### src/rtl/mod_accum_stream_if.sv
// rtl/mod_accum_stream_if.sv - input/output handshake bundle for mod_accum_stream
interface mod_accum_stream_if #(
    parameter int WIDTH = 7
);
    logic             in_valid;
    logic             in_ready;
    logic [WIDTH-1:0] in_data;
    logic             in_mode;
    logic             out_valid;
    logic             out_ready;
    logic [WIDTH-1:0] out_data;
    logic             out_wrap;

    // Producer/consumer side that drives operands and accepts results
    modport master (
        output in_valid,
        output in_data,
        output in_mode,
        output out_ready,
        input  in_ready,
        input  out_valid,
        input  out_data,
        input  out_wrap
    );

    // The reduction stage itself
    modport slave (
        input  in_valid,
        input  in_data,
        input  in_mode,
        input  out_ready,
        output in_ready,
        output out_valid,
        output out_data,
        output out_wrap
    );
endinterface

### src/rtl/mod_accum_stream.sv
// rtl/mod_accum_stream.sv - modular map/accumulate stream stage; MOD_ACCUM_STREAM_WRAP_CNT_EN adds wrap_cnt
module mod_accum_stream #(
    parameter int          WIDTH   = 7,
    parameter logic [64:0] MODULUS = 65'd100,
    parameter logic [63:0] STEP    = 64'd1
) (
    input  logic               clk,
    input  logic               rst,
    mod_accum_stream_if.slave  bus
`ifdef MOD_ACCUM_STREAM_WRAP_CNT_EN
    ,
    output logic [15:0]        wrap_cnt
`endif
);

    // Operands widened by one bit so the sum never truncates
    localparam logic [WIDTH:0] mod_ext  = MODULUS[WIDTH:0];
    localparam logic [WIDTH:0] step_ext = {1'b0, STEP[WIDTH-1:0]};

    typedef enum logic {
        EMPTY = 1'b0,
        FULL  = 1'b1
    } state_t;

    state_t           state;
    logic [WIDTH-1:0] acc;
    logic [WIDTH:0]   addend;
    logic [WIDTH:0]   sum;
    logic [WIDTH-1:0] reduced;
    logic             wrap;
    logic             in_fire;
    logic             out_fire;

    // The output register is the only storage, so validity is the state itself
    assign bus.out_valid = (state == FULL);
    // One-deep skid-free register: accept whenever the slot is free or draining now
    assign bus.in_ready  = !bus.out_valid || bus.out_ready;
    assign in_fire       = bus.in_valid && bus.in_ready;
    assign out_fire      = bus.out_valid && bus.out_ready;

    // Unreduced sum, wrap flag and full modulo for any operand, including ones >= MODULUS
    always_comb begin
        addend  = bus.in_mode ? {1'b0, acc} : step_ext;
        sum     = addend + {1'b0, bus.in_data};
        wrap    = (sum >= mod_ext);
        reduced = WIDTH'(sum % mod_ext);
    end

    // EMPTY/FULL control with registered result and accumulator update on accept
    always_ff @(posedge clk or posedge rst) begin
        if (rst) begin
            state        <= EMPTY;
            bus.out_data <= '0;
            bus.out_wrap <= 1'b0;
            acc          <= '0;
        end else begin
            case (state)
                EMPTY: begin
                    if (in_fire) begin
                        bus.out_data <= reduced;
                        bus.out_wrap <= wrap;
                        if (bus.in_mode) begin
                            acc <= reduced;
                        end
                        state <= FULL;
                    end
                end
                FULL: begin
                    if (in_fire) begin
                        bus.out_data <= reduced;
                        bus.out_wrap <= wrap;
                        if (bus.in_mode) begin
                            acc <= reduced;
                        end
                        state <= FULL;
                    end else if (out_fire) begin
                        state <= EMPTY;
                    end
                end
                default: begin
                    state <= EMPTY;
                end
            endcase
        end
    end

`ifdef MOD_ACCUM_STREAM_WRAP_CNT_EN
    // Count delivered results that wrapped; free-running 16-bit rollover
    always_ff @(posedge clk or posedge rst) begin
        if (rst) begin
            wrap_cnt <= 16'd0;
        end else if (out_fire && bus.out_wrap) begin
            wrap_cnt <= wrap_cnt + 16'd1;
        end
    end
`endif

endmodule

### src/flat_wrapper.sv
// flat-port wrapper written by rule: the top's interface ports become plain ports
module mod_accum_stream_flat 
#(
    parameter int          WIDTH   = 7,
    parameter logic [64:0] MODULUS = 65'd100,
    parameter logic [63:0] STEP    = 64'd1
)
  (clk, rst, bus_in_valid, bus_in_data, bus_in_mode, bus_out_ready, bus_in_ready, bus_out_valid, bus_out_data, bus_out_wrap);
  mod_accum_stream_if #(.WIDTH(WIDTH)) bus_i ();
  input  logic clk;
  input  logic rst;
  input wire logic [$bits(bus_i.in_valid)-1:0] bus_in_valid;
  input wire logic [$bits(bus_i.in_data)-1:0] bus_in_data;
  input wire logic [$bits(bus_i.in_mode)-1:0] bus_in_mode;
  input wire logic [$bits(bus_i.out_ready)-1:0] bus_out_ready;
  output wire logic [$bits(bus_i.in_ready)-1:0] bus_in_ready;
  output wire logic [$bits(bus_i.out_valid)-1:0] bus_out_valid;
  output wire logic [$bits(bus_i.out_data)-1:0] bus_out_data;
  output wire logic [$bits(bus_i.out_wrap)-1:0] bus_out_wrap;
  assign bus_i.in_valid = bus_in_valid;
  assign bus_i.in_data = bus_in_data;
  assign bus_i.in_mode = bus_in_mode;
  assign bus_i.out_ready = bus_out_ready;
  assign bus_in_ready = bus_i.in_ready;
  assign bus_out_valid = bus_i.out_valid;
  assign bus_out_data = bus_i.out_data;
  assign bus_out_wrap = bus_i.out_wrap;
  mod_accum_stream #(.WIDTH(WIDTH), .MODULUS(MODULUS), .STEP(STEP)) u_core (.clk(clk), .rst(rst), .bus(bus_i));
endmodule
### config.mk
export PLATFORM = sky130hd
export DESIGN_NAME = mod_accum_stream_flat
export DESIGN_NICKNAME = d
export VERILOG_FILES = /design/src/rtl/mod_accum_stream_if.sv /design/src/rtl/mod_accum_stream.sv /design/src/flat_wrapper.sv
export SDC_FILE = /design/constraint.sdc
export NUM_CORES = 1
export LEC_CHECK = 0
export CAP_MARGIN = 20
export CELL_PAD_IN_SITES_DETAIL_PLACEMENT = 1
export CELL_PAD_IN_SITES_GLOBAL_PLACEMENT = 1
export CORE_ASPECT_RATIO = 1.2
export CORE_UTILIZATION = 26
export CTS_CLUSTER_DIAMETER = 120
export DETAILED_ROUTE_END_ITERATION = 16
export DONT_BUFFER_PORTS = 1
export GPL_TIMING_DRIVEN = 0
export HOLD_SLACK_MARGIN = 0.03
export PLACE_DENSITY_LB_ADDON = 0.12
export SYNTH_ARGS = -nofsm -noshare
export SYNTH_HDL_FRONTEND = slang
export SYNTH_SLANG_ARGS = --single-unit
### constraint.sdc
create_clock -name clk -period 7.6 [get_ports clk]
set_clock_uncertainty 0.1 [all_clocks]
set_input_delay 0.76 -clock clk [delete_from_list [all_inputs] [get_ports clk]]
set_output_delay 0.76 -clock clk [all_outputs]
set_load 0.05 [all_outputs]
# After elaboration in Yosys (flattened, before gate mapping)
# Index checks and enable logic that the tools add are counted.
dict set report classes {
  bitwise 1
  n_mux 9
  n_reduce_logical 5
  div 1
  n_lt_le_gt_ge 1
  n_addsub 1
}
# operator n
set op_table {}
lappend op_table {{$mux W7} 4}
lappend op_table {{$add A8 B7 Y8} 1}
lappend op_table {{$ge A8 B7 Y1 const B} 1}
lappend op_table {{$mod A8 B7 Y8 const B} 1}
lappend op_table {{$mux W1} 4}
lappend op_table {{$logic_and A1 B1 Y1} 2}
lappend op_table {{$pmux W1 S2} 1}
lappend op_table {{$reduce_and A2 Y1} 1}
lappend op_table {{$logic_not A1 Y1} 1}
lappend op_table {{$logic_or A1 B1 Y1} 1}
lappend op_table {{$not A1 Y1} 1}
dict set report totals {
  wordCells 22
  reg_bits 16
}

# Depth between registers and ports, before layout
dict set report depth {
  depth_word 5
  depth_mapped 12
  depth_no_buf 12
}

# Worst setup path after synthesis
# Ideal clock, no wire load.
dict set report synth_path {
  path_kind {input-to-reg}
  from {in bus_in_mode}
  to {reg u_core.acc[3]}
  setup_slack_ns 4.391
  required_ns 7.375
  arrival_ns 2.984
  path_stages 12
  cell_sequence {nand2b_1 -> ha_1 -> inv_1 -> fa_1 -> nand2b_2 -> a21oi_2 -> xor2_1 -> o311ai_2 -> o32ai_2 -> nor2_2 -> xnor2_1 -> mux2_2}
}
dict set report synth_between {
  elab_chain_len 5
  word_cells_on_any_way 6
}
# element line_no
set synth_rtl {}
lappend synth_rtl {{start: declaration} flat_wrapper.sv:14} ;# input wire logic [$bits(bus_i.in_mode)-1:0] bus_in_mode;
lappend synth_rtl {{$mux W7} mod_accum_stream.sv:43} ;# addend = bus.in_mode ? {1'b0, acc} : step_ext;
lappend synth_rtl {{$add A8 B7 Y8} mod_accum_stream.sv:44} ;# sum = addend + {1'b0, bus.in_data};
lappend synth_rtl {{$mod A8 B7 Y8} mod_accum_stream.sv:46} ;# reduced = WIDTH'(sum % mod_ext);
lappend synth_rtl {{$mux W7} {mod_accum_stream.sv:62, mod_accum_stream.sv:72}}
lappend synth_rtl {{$mux W7} {mod_accum_stream.sv:59, mod_accum_stream.sv:69}}
lappend synth_rtl {{end signal: assignment} mod_accum_stream.sv:63} ;# acc <= reduced;
lappend synth_rtl {{end signal: assignment} mod_accum_stream.sv:73} ;# acc <= reduced;
lappend synth_rtl {{end: declaration} mod_accum_stream.sv:26} ;# logic [WIDTH-1:0] acc;
# Parallel ways exist; a longest one is shown, timed or not. The select of a mux whose other input is x is not followed.
# A chain may end at the register's enable or synchronous reset.

# Worst setup path in the final report
# Same ends and word-level chain as after synthesis.

==> run metrics <==
Pre-antenna DRT Iters=4; Min-Delay Path Class=primary input to asynchronous set/reset pin; commonest non-fill, non-tap cell in the layout=dfrtp_1; vias per cell=4.93; H-tree depth=1; Critical Path Start Type=primary input; Clock Sinks=16; Final period util=43.2%; main combinational cell family by area after synthesis=compound AO/OA/AOI/OAI gates; Detail Placement HPWL=2.08 mm; Power, Total=0.000538 W; compound-cell area share of the yosys netlist=21.1%; Clock Path Buffers=2; CTS Hold Bufs=0; yosys warns=0; clk_lat worst skew=0.25 ns; synthesized area=1170 sq um; PortBufs=0; CTS tree=yes; global placer's final weighted congestion=0.810; Synth Area in XOR/XNOR=4.48%; first-pass GRT wire length=4.40 mm; maxcap violations=0; chip height=75.6 um; Top Ports=22; Mapped Nets=140; 1st-iter DRT viols=16; Layout fillers=509; worst vdd ir=156 uV; max incr delay on CP=0.49 ns; post-CTS sizing=0; Setup violations, final=0; CP Capture Type=register; Die Area=4780 sq um; starting density of the core=27.3%; Total GRT Usage=12.0%; CP top delay family=compound AO/OA/AOI/OAI gates; RSZ-0062 raised after global routing=no; Slew headroom=58.9%; DR DRC count=0; Cell Rows=26; #FFs+latches synth=16; Die X=63.3 um; diode count=0; Adder-Cell Fraction of Synth Area=9.18%; most frequent cells in the layout=16 x dfrtp_1, 11 x mux2_2, 9 x nand2_1; number of synthesized flops with an enable pin=0; GRT overflow=0; maximum fanout along the worst path=8; TNS Setup=0 ns; Layout Nets=145; Post-Synth Simple-Gate Area=17.6%; Pleak=0.575 nW; TritonCTS Buffers=3; Crit-path slowest cell=xor2_1; largest net degree at the start of global routing=17; WL/cell=14.3 um; Tightest Pin Transition=0.616 ns; Crit Path Category=primary input to register; outcome=finished, final reports clean; vias in the first global route=956; DR vias=887; Cell variety after synth=39; CP bufs+invs=1; post-layout util=30.2%; cells after synthesis=120; Clock Tree Root=clkbuf_8; CP Cell Sequence=nand2b_1 > ha_1 > inv_1 > fa_1 > nand2b_2 > a21oi_2 > xor2_1 > o311ai_2 > o32ai_2 > nor2_2 > xnor2_1 > mux2_2; final-report max-slew violation count=0; postcts setup bufs=0; FFs w/ async S/R, synth=100%; CORE AREA=4290 sq um; Syn Area/Cell=9.77 sq um; WL final=2.58 mm; Synth-to-Final Area Change=10.7%; f_max=304 MHz; endpoints failing hold=0; crit path DAT=3.32 ns; mux contribution to synthesized area=11.4%; Worst EP required=7.63 ns; Hold WS=0.372 ns; Worst-path clk slew=0.06 ns; ANT nets after route=0; cell area power density=415 nW/um^2; min Tclk post-route=3.28 ns; initial antenna violation count=0; share of cells above drive strength 1=19.4%; post-synthesis sequential area ratio=34.2%; Top FF cell, synth=dfrtp_1
[final timing paths]
kind                                    start  slack [ns]                endpoint  cells after the start
worst max register to register  u_core.acc[0]        4.44           u_core.acc[3]                     12
worst max-delay path              bus_in_mode        4.32           u_core.acc[3]                     12
worst min register to register  u_core.acc[4]        0.40           u_core.acc[4]                      2
min in group clk                u_core.acc[4]        0.40           u_core.acc[4]                      2
worst min-delay path                      rst        0.37  u_core.bus.out_data[3]                      1
max in group asynchronous                 rst        6.63           u_core.acc[6]                      1
[area by class of cell]
cell class                 count  area, sq um  area share [%]
sequential                    16          400            30.9
buffer                         1         5.00           0.386
inverter                       5         18.8            1.45
tap                           56         70.1            5.40
clock buffer                   4         55.1            4.24
multi-input combinational     98          748            57.7
[sequential cells by signal, summed over array words and instances (netlist names)]
| name | cells |
|---|---|
| u_core.bus.out_valid | 1 |
| u_core.acc | 7 |
| u_core.bus.out_wrap | 1 |
| u_core.bus.out_data | 7 |
[synthesized netlist by cell type (2+ instances only)]
library cell | number | share of area (%)
a21o_1 | 3 | 1.9
a21oi_1 | 3 | 1.3
a21oi_2 | 2 | 1.5
and2_1 | 6 | 3.2
and3b_1 | 2 | 1.5
dfrtp_1 | 16 | 34
ha_1 | 7 | 7.5
inv_1 | 5 | 1.6
mux2_2 | 11 | 11
nand2_1 | 9 | 2.9
nand2b_1 | 4 | 2.1
nor2_1 | 7 | 2.2
nor2_2 | 2 | 1.1
nor2b_1 | 2 | 1.1
o211ai_1 | 3 | 1.9
o21ai_0 | 6 | 2.6
o21ai_1 | 5 | 2.1
o22ai_1 | 2 | 1.1
xnor2_1 | 4 | 3.0
xor2_1 | 2 | 1.5
[layer usage]
metal	routed length (um)	track usage, %	vias to the layer above
met3	96	1.65	4
met2	1240	19.8	17
li1	-	-	445
met4	36	6.82	0
met5	0	0	-
met1	1210	15.2	421
[power by group]
group / switching (W) / internal [W] / total [W]
clock: 0.0000286 / 0.0000459 / 0.0000745
sequential: 0.0000870 / 0.000120 / 0.000207
combinational: 0.000142 / 0.000115 / 0.000257
[logic make-up after synthesis]
group	Yosys count
xor gates and xnor gates	6
buffers and inverters	6
DFF	16
and+or+nand+nor	38
adders and majority gates	8
muxes	12
AOI/OAI and AO/OA	34
[metrics by stage]
step | cells | instance area, sq um | setup slack [ns]
after detailed placement | 176 | 1240 | 4.02
after floorplan | 120 | 1170 | 4.39
after CTS | 180 | 1300 | 4.28
after global routing | 180 | 1300 | 4.09
after global placement | 176 | 1240 | 4.06
final | 180 | 1300 | 4.32
No activity file was read; power rests on OpenSTA's default activity.
